===== config.mk =====
export PLATFORM = sky130hd
export DESIGN_NAME = time_of_day_counter_flat
export DESIGN_NICKNAME = d
export VERILOG_FILES = /design/src/rtl/time_of_day_counter_if.sv /design/src/rtl/time_of_day_counter.sv /design/src/flat_wrapper.sv
export SDC_FILE = /design/constraint.sdc
export NUM_CORES = 1
export LEC_CHECK = 0
export ABC_CLOCK_PERIOD_IN_PS = 2100
export CAP_MARGIN = 30
export CORE_ASPECT_RATIO = 1.75
export CORE_UTILIZATION = 35
export DETAILED_ROUTE_END_ITERATION = 7
export SLEW_MARGIN = 20
export SYNTH_ARGS = -nofsm -noshare
export SYNTH_HDL_FRONTEND = slang
export SYNTH_SLANG_ARGS = --single-unit

===== constraint.sdc =====
create_clock -name clk_i -period 2.1 [get_ports clk_i]
set_input_delay 0.42 -clock clk_i [delete_from_list [all_inputs] [get_ports clk_i]]
set_output_delay 0.42 -clock clk_i [all_outputs]
set_load 0.02 [all_outputs]

===== src/rtl/time_of_day_counter_if.sv =====
// Bus between the MSF decoder / second counter and the time-of-day counter.
// The master drives strobes and load data; the slave returns the BCD time.
interface time_of_day_counter_if;
  logic       second_inc_i;
  logic       load_i;
  logic [5:0] load_hh_i;
  logic [6:0] load_mm_i;
  logic       leap_sec_i;
  logic [5:0] hours_o;
  logic [6:0] minutes_o;
  logic [6:0] seconds_o;
  logic       minute_inc_o;
  logic       day_inc_o;
  logic       load_err_o;

  modport master (
    output second_inc_i, load_i, load_hh_i, load_mm_i, leap_sec_i,
    input  hours_o, minutes_o, seconds_o, minute_inc_o, day_inc_o, load_err_o
  );

  modport slave (
    input  second_inc_i, load_i, load_hh_i, load_mm_i, leap_sec_i,
    output hours_o, minutes_o, seconds_o, minute_inc_o, day_inc_o, load_err_o
  );
endinterface


===== src/rtl/time_of_day_counter.sv =====
// 24-hour BCD time of day (hh:mm:ss) advanced by a 1 Hz strobe, with leap-second
// insertion, decoder time load and registered minute/day rollover strobes.
module time_of_day_counter #(
  parameter logic [5:0] RESET_HH = 6'h00,
  parameter logic [6:0] RESET_MM = 7'h00
) (
  input  logic                 clk_i,
  input  logic                 rst_ni,
  time_of_day_counter_if.slave bus
);

  localparam int unsigned HH_W = 6;
  localparam int unsigned MS_W = 7;

  logic [HH_W-1:0] hh_q, hh_d;
  logic [MS_W-1:0] mm_q, mm_d;
  logic [MS_W-1:0] ss_q, ss_d;
  logic            minute_inc_q, minute_inc_d;
  logic            day_inc_q, day_inc_d;
  logic            load_err_q, load_err_d;
  logic            load_valid;

  // Per-digit BCD increment; the caller handles the wrap of the tens digit.
  function automatic logic [MS_W-1:0] inc_bcd7(input logic [MS_W-1:0] v);
    if (v[3:0] == 4'd9) return {v[6:4] + 3'd1, 4'd0};
    else                return {v[6:4], v[3:0] + 4'd1};
  endfunction

  function automatic logic [HH_W-1:0] inc_bcd6(input logic [HH_W-1:0] v);
    if (v[3:0] == 4'd9) return {v[5:4] + 2'd1, 4'd0};
    else                return {v[5:4], v[3:0] + 4'd1};
  endfunction

  always_comb begin
    load_valid = (bus.load_mm_i[6:4] <= 3'd5) && (bus.load_mm_i[3:0] <= 4'd9) &&
                 (bus.load_hh_i[3:0] <= 4'd9) &&
                 ((bus.load_hh_i[5:4] < 2'd2) ||
                  ((bus.load_hh_i[5:4] == 2'd2) && (bus.load_hh_i[3:0] <= 4'd3)));
  end

  // Next-state: a valid load wins; otherwise the second strobe advances the clock.
  always_comb begin
    hh_d         = hh_q;
    mm_d         = mm_q;
    ss_d         = ss_q;
    minute_inc_d = 1'b0;
    day_inc_d    = 1'b0;
    load_err_d   = 1'b0;

    if (bus.load_i && load_valid) begin
      hh_d = bus.load_hh_i;
      mm_d = bus.load_mm_i;
      ss_d = 7'h00;
    end else begin
      load_err_d = bus.load_i;
      if (bus.second_inc_i) begin
        if ((ss_q == 7'h60) || ((ss_q == 7'h59) && !bus.leap_sec_i)) begin
          ss_d         = 7'h00;
          minute_inc_d = 1'b1;
          if (mm_q == 7'h59) begin
            mm_d = 7'h00;
            if (hh_q == 6'h23) begin
              hh_d      = 6'h00;
              day_inc_d = 1'b1;
            end else begin
              hh_d = inc_bcd6(hh_q);
            end
          end else begin
            mm_d = inc_bcd7(mm_q);
          end
        end else if (ss_q == 7'h59) begin
          ss_d = 7'h60;
        end else begin
          ss_d = inc_bcd7(ss_q);
        end
      end
    end
  end

  always_ff @(posedge clk_i) begin
    if (!rst_ni) begin
      hh_q         <= RESET_HH;
      mm_q         <= RESET_MM;
      ss_q         <= 7'h00;
      minute_inc_q <= 1'b0;
      day_inc_q    <= 1'b0;
      load_err_q   <= 1'b0;
    end else begin
      hh_q         <= hh_d;
      mm_q         <= mm_d;
      ss_q         <= ss_d;
      minute_inc_q <= minute_inc_d;
      day_inc_q    <= day_inc_d;
      load_err_q   <= load_err_d;
    end
  end

  assign bus.hours_o      = hh_q;
  assign bus.minutes_o    = mm_q;
  assign bus.seconds_o    = ss_q;
  assign bus.minute_inc_o = minute_inc_q;
  assign bus.day_inc_o    = day_inc_q;
  assign bus.load_err_o   = load_err_q;

endmodule


===== src/flat_wrapper.sv =====
// flat-port wrapper written by rule: the top's interface ports become plain ports
module time_of_day_counter_flat 
#(
  parameter logic [5:0] RESET_HH = 6'h00,
  parameter logic [6:0] RESET_MM = 7'h00
)
  (clk_i, rst_ni, bus_second_inc_i, bus_load_i, bus_load_hh_i, bus_load_mm_i, bus_leap_sec_i, bus_hours_o, bus_minutes_o, bus_seconds_o, bus_minute_inc_o, bus_day_inc_o, bus_load_err_o);
  time_of_day_counter_if bus_i ();
  input  logic clk_i;
  input  logic rst_ni;
  input wire logic [$bits(bus_i.second_inc_i)-1:0] bus_second_inc_i;
  input wire logic [$bits(bus_i.load_i)-1:0] bus_load_i;
  input wire logic [$bits(bus_i.load_hh_i)-1:0] bus_load_hh_i;
  input wire logic [$bits(bus_i.load_mm_i)-1:0] bus_load_mm_i;
  input wire logic [$bits(bus_i.leap_sec_i)-1:0] bus_leap_sec_i;
  output wire logic [$bits(bus_i.hours_o)-1:0] bus_hours_o;
  output wire logic [$bits(bus_i.minutes_o)-1:0] bus_minutes_o;
  output wire logic [$bits(bus_i.seconds_o)-1:0] bus_seconds_o;
  output wire logic [$bits(bus_i.minute_inc_o)-1:0] bus_minute_inc_o;
  output wire logic [$bits(bus_i.day_inc_o)-1:0] bus_day_inc_o;
  output wire logic [$bits(bus_i.load_err_o)-1:0] bus_load_err_o;
  assign bus_i.second_inc_i = bus_second_inc_i;
  assign bus_i.load_i = bus_load_i;
  assign bus_i.load_hh_i = bus_load_hh_i;
  assign bus_i.load_mm_i = bus_load_mm_i;
  assign bus_i.leap_sec_i = bus_leap_sec_i;
  assign bus_hours_o = bus_i.hours_o;
  assign bus_minutes_o = bus_i.minutes_o;
  assign bus_seconds_o = bus_i.seconds_o;
  assign bus_minute_inc_o = bus_i.minute_inc_o;
  assign bus_day_inc_o = bus_i.day_inc_o;
  assign bus_load_err_o = bus_i.load_err_o;
  time_of_day_counter #(.RESET_HH(RESET_HH), .RESET_MM(RESET_MM)) u_core (.clk_i(clk_i), .rst_ni(rst_ni), .bus(bus_i));
endmodule

==> report_table.html <==
<table>
<tr><th>Metric</th><th>Value</th></tr>
<tr><th colspan="2">Timing</th></tr>
<tr><td>Setup repair after global routing missed its margin</td><td>false</td></tr>
<tr><td>Final period util</td><td>91.8%</td></tr>
<tr><td>Final number of hold-violating endpoints</td><td>0</td></tr>
<tr><td>Fmax</td><td>519 MHz</td></tr>
<tr><td>Number of failing setup endpoints in the final timing report</td><td>0</td></tr>
<tr><td>Final worst clock skew</td><td>2.15 ps</td></tr>
<tr><td>Time the final worst path needs with I/O delays and setup</td><td>1930 ps</td></tr>
<tr><td>Setup_tns</td><td>0 ps</td></tr>
<tr><td>Fin. max-slew vios</td><td>0</td></tr>
<tr><td>Tightest Pin Transition</td><td>487 ps</td></tr>
<tr><td>Slew Limit Headroom</td><td>67.5%</td></tr>
<tr><th colspan="2">Route</th></tr>
<tr><td>Antenna violation net count after detailed routing</td><td>0</td></tr>
<tr><td>Vias per cell</td><td>5.75</td></tr>
<tr><td>Via total after detailed routing</td><td>1530</td></tr>
<tr><td>Highest Signal Layer</td><td>met4</td></tr>
<tr><td>Wire length reported by the detailed router</td><td>3860 µm</td></tr>
<tr><td>Met2 WL</td><td>2110 µm</td></tr>
<tr><td>Detailed-route wire length on metal 1</td><td>1520 µm</td></tr>
<tr><td>Wirelength per Cell</td><td>14.5 µm</td></tr>
<tr><td>Remaining routing DRC violations</td><td>0</td></tr>
<tr><td>Met3 layer wire length in the routed design</td><td>158 µm</td></tr>
<tr><td>First-pass iteration count of the detailed router</td><td>4</td></tr>
<tr><td>Number of DRC markers in iteration 0</td><td>44</td></tr>
<tr><th colspan="2">Clock network</th></tr>
<tr><td>Clock root cell</td><td>sky130_fd_sc_hd__clkbuf_8</td></tr>
<tr><td># clock sinks</td><td>23</td></tr>
<tr><td>CTS Buffer Depth</td><td>2</td></tr>
<tr><td>TritonCTS clock tree</td><td>built</td></tr>
<tr><td>Clock transition at the registers of the reported paths</td><td>80 ps</td></tr>
<tr><td>H-tree Lvls</td><td>1</td></tr>
<tr><td>Number of buffers inserted during clock tree synthesis</td><td>3</td></tr>
<tr><td>Worst skew pair latency</td><td>260 ps</td></tr>
<tr><th colspan="2">Worst setup path</th></tr>
<tr><td>Family with the most delay on the worst path</td><td>compound AO/OA/AOI/OAI gates</td></tr>
<tr><td>Cell breakdown of the critical path</td><td>inv_1 &gt; ha_1 &gt; and3b_1 &gt; a22oi_4 &gt; nor2_1 &gt; a2111oi_1</td></tr>
<tr><td>Worst Path Buf+Inv</td><td>1</td></tr>
<tr><td>CP max stage delay</td><td>430 ps</td></tr>
<tr><td>Crit-path max FO</td><td>20</td></tr>
<tr><td>Critical Path AT</td><td>2080 ps</td></tr>
<tr><td>Nature of the critical path startpoint</td><td>flop</td></tr>
<tr><td>CP Capture Type</td><td>flop</td></tr>
<tr><td>Critical setup path kind</td><td>reg -&gt; reg</td></tr>
<tr><td>Slowest cell on the critical path</td><td>sky130_fd_sc_hd__a22oi_4</td></tr>
<tr><td>Worst Path Required</td><td>2250 ps</td></tr>
<tr><th colspan="2">Placed design</th></tr>
<tr><td>HPWL after detailed placement</td><td>3040 µm</td></tr>
<tr><td>Number of placed instances with taps included</td><td>262</td></tr>
<tr><td>Gp weighted congestion</td><td>0.785</td></tr>
<tr><td>Number of port buffers</td><td>40</td></tr>
<tr><th colspan="2">Global route</th></tr>
<tr><td>GRT Total Usage</td><td>19.3%</td></tr>
<tr><td>Number of global-route vias before repair</td><td>1559</td></tr>
<tr><td>Global-route wire length before repair</td><td>6620 µm</td></tr>
<tr><td>Total global routing overflow</td><td>0</td></tr>
<tr><td>Number of antenna violations at the first check in global routing</td><td>0</td></tr>
<tr><td>Maximum number of pins on one net before global-route repair</td><td>21</td></tr>
<tr><th colspan="2">Floorplan</th></tr>
<tr><td>I/O pin count</td><td>41</td></tr>
<tr><td>Area of the core region</td><td>0.00387 mm²</td></tr>
<tr><td>Floorplan die area</td><td>0.00431 mm²</td></tr>
<tr><td>Number of core rows</td><td>30</td></tr>
<tr><td>Vertical die dimension</td><td>86.1 µm</td></tr>
<tr><td>Die boundary width</td><td>50.1 µm</td></tr>
<tr><td>Starting density of the core</td><td>36.6%</td></tr>
<tr><th colspan="2">Synthesis</th></tr>
<tr><td>Sequential share of the synthesized area</td><td>32.5%</td></tr>
<tr><td>Total of flip-flops plus latches after synthesis</td><td>23</td></tr>
<tr><td>Most frequent cell after synthesis</td><td>sky130_fd_sc_hd__dfxtp_1</td></tr>
<tr><td>Synth Net Count</td><td>193</td></tr>
<tr><td>Yosys synthesis warning count</td><td>0</td></tr>
<tr><td>Cell area after technology mapping</td><td>0.00142 mm²</td></tr>
<tr><td>Synthesized instance count</td><td>167</td></tr>
<tr><td>Average instance area after synthesis</td><td>8.47 µm²</td></tr>
<tr><td>Synth cell types</td><td>41</td></tr>
<tr><td>Leading register cell type out of synthesis</td><td>sky130_fd_sc_hd__dfxtp_1</td></tr>
<tr><td>Number of flops mapped to enable cells by yosys</td><td>0</td></tr>
<tr><td>Most common library cells after synthesis</td><td>sky130_fd_sc_hd__dfxtp_1 (23), sky130_fd_sc_hd__o31ai_1 (18), sky130_fd_sc_hd__a31oi_1 (14)</td></tr>
<tr><td>Area contributors post-synth</td><td>sky130_fd_sc_hd__dfxtp_1 (33%), sky130_fd_sc_hd__o31ai_1 (9.5%), sky130_fd_sc_hd__ha_1 (7.1%)</td></tr>
<tr><td>Area share of the largest cell type after synthesis</td><td>32.5%</td></tr>
<tr><td>Library cell occupying the most area in the post-synthesis netlist</td><td>sky130_fd_sc_hd__dfxtp_1</td></tr>
<tr><td>Ys async rst share</td><td>0%</td></tr>
<tr><th colspan="2">Final layout</th></tr>
<tr><td>Filler instances</td><td>386</td></tr>
<tr><td>Fin nets</td><td>245</td></tr>
<tr><td>Fraction of layout instances using a drive strength above 1</td><td>10.6%</td></tr>
<tr><td>Final Instance Count excl. Fillers</td><td>266</td></tr>
<tr><td>Area occupied by multi-input gates</td><td>892 µm²</td></tr>
<tr><td>Area occupied by registers</td><td>462 µm²</td></tr>
<tr><td>Area growth syn-to-layout</td><td>41.3%</td></tr>
<tr><td>Antenna fix cells</td><td>0</td></tr>
<tr><th colspan="2">Power</th></tr>
<tr><td>Switching fraction of total power</td><td>28.0%</td></tr>
<tr><td>Fraction of power consumed by sequential logic</td><td>49.7%</td></tr>
<tr><td>Final Power</td><td>964 µW</td></tr>
<tr><td>Pwr/cell area</td><td>482 mW/mm²</td></tr>
<tr><td>Switching pwr</td><td>270 µW</td></tr>
<tr><td>Comb pwr share</td><td>21.6%</td></tr>
<tr><td>P_int</td><td>694 µW</td></tr>
<tr><td>Peak supply drop</td><td>0.335 mV</td></tr>
<tr><td>Share of power burned in the clock network</td><td>28.8%</td></tr>
<tr><td>Leakage power summed over all cells</td><td>0.710 nW</td></tr>
<tr><th colspan="2">Worst hold path</th></tr>
<tr><td>HP Class</td><td>reg -&gt; reg</td></tr>
<tr><th colspan="2">Run status</th></tr>
<tr><td>Result of the run</td><td>complete, no violations</td></tr>
<tr><th colspan="2">Job</th></tr>
<tr><td>Reported max-cap violation count</td><td>0</td></tr>
</table>
layout make-up:
| cell class | count | share of cell area, % |
|---|---|---|
| multi-input cells | 129 | 44.6 |
| repair buffers | 55 | 25.7 |
| flip-flops and latches | 23 | 23.1 |
| well taps | 48 | 3.00 |
| clock buffers | 3 | 2.07 |
| inverters | 7 | 1.31 |
| clock inverters | 1 | 0.250 |
power by group through the flow:
stage	registers [mW]	logic, mW	clock network (mW)
3_3_place_gp	0.488	0.204	0
5_1_grt	0.482	0.226	0.300
6_report	0.479	0.208	0.277
3_5_place_dp	0.489	0.207	0
2_1_floorplan	0.506	0.0758	0
4_1_cts	0.478	0.208	0.287
per-stage QoR:
| stage | hold WS, ps | util [%] | setup WS (ps) | cell area (µm²) |
|---|---|---|---|---|
| 2_1_floorplan | 549 | - | 201 | 1420 |
| 3_3_place_gp | 495 | 50.5 | 43.4 | 1950 |
| 3_5_place_dp | 518 | 50.5 | -38.8 | 1950 |
| 4_1_cts | 534 | 51.7 | 63.2 | 2000 |
| 5_1_grt | 562 | 51.7 | 14.4 | 2000 |
| 6_report | 528 | 51.7 | 172 | 2000 |
cells by family after synthesis:
group,synth area share (%)
simple gates,24.9
mux,1.41
flops,32.5
buf+inv,4.51
fa+ha+maj,7.07
xor+xnor,1.24
compound gates,28.3
metal layers:
layer  up-vias  GRT usage [%]
met5         -              0
met4         0           10.1
met3         8           1.77
met2        54           36.2
met1       719           20.3
li1        749              -
path summary, 6_finish.rpt:
path,start,slack [ps],cells past startpoint,end
worst min register to register,u_core.bus.hours_o[5]$_SDFFE_PN0P_,530,2,u_core.bus.hours_o[5]$_SDFFE_PN0P_
worst max-delay path,u_core.bus.seconds_o[5]$_SDFFE_PP0P_,170,6,u_core.bus.seconds_o[6]$_SDFFE_PP0P_
worst max register to register,u_core.bus.seconds_o[5]$_SDFFE_PP0P_,170,6,u_core.bus.seconds_o[6]$_SDFFE_PP0P_
worst min-delay path,u_core.bus.hours_o[5]$_SDFFE_PN0P_,530,2,u_core.bus.hours_o[5]$_SDFFE_PN0P_
cell usage in the layout, fill, tap and decap left out, drive strengths merged, types with 3 or more instances in the layout:
cell type and n:
a21oi 5, a31oi 14, buf 15, clkbuf 3
clkdlybuf4s50 40, dfxtp 23, ha 8, inv 6
nand2 8, nand3 6, nand4 4, nor2 5
nor2b 7, nor3 6, o21ai 13, o31ai 18
or4 7
registers in the layout (all words and copies together), names as in the netlist:
name,cells
u_core.bus.minute_inc_o,1
u_core.bus.hours_o,6
u_core.bus.load_err_o,1
u_core.bus.seconds_o,7
u_core.bus.minutes_o,7
u_core.bus.day_inc_o,1
timing repair:
item / 4_1_cts / 5_1_grt
buffers inserted: 0 / 0
gates resized for setup: 0 / 2
endpoints found under the setup margin: 0 / 2
hold buffers: 0 / 0
worst min-delay path: cells and delay by family, from the launching register on:
| family | cells | cell delay, ps |
|---|---|---|
| flops | 1 | 330 |
| compound gates | 2 | 150 |
(Power assumes the default switching activity.)
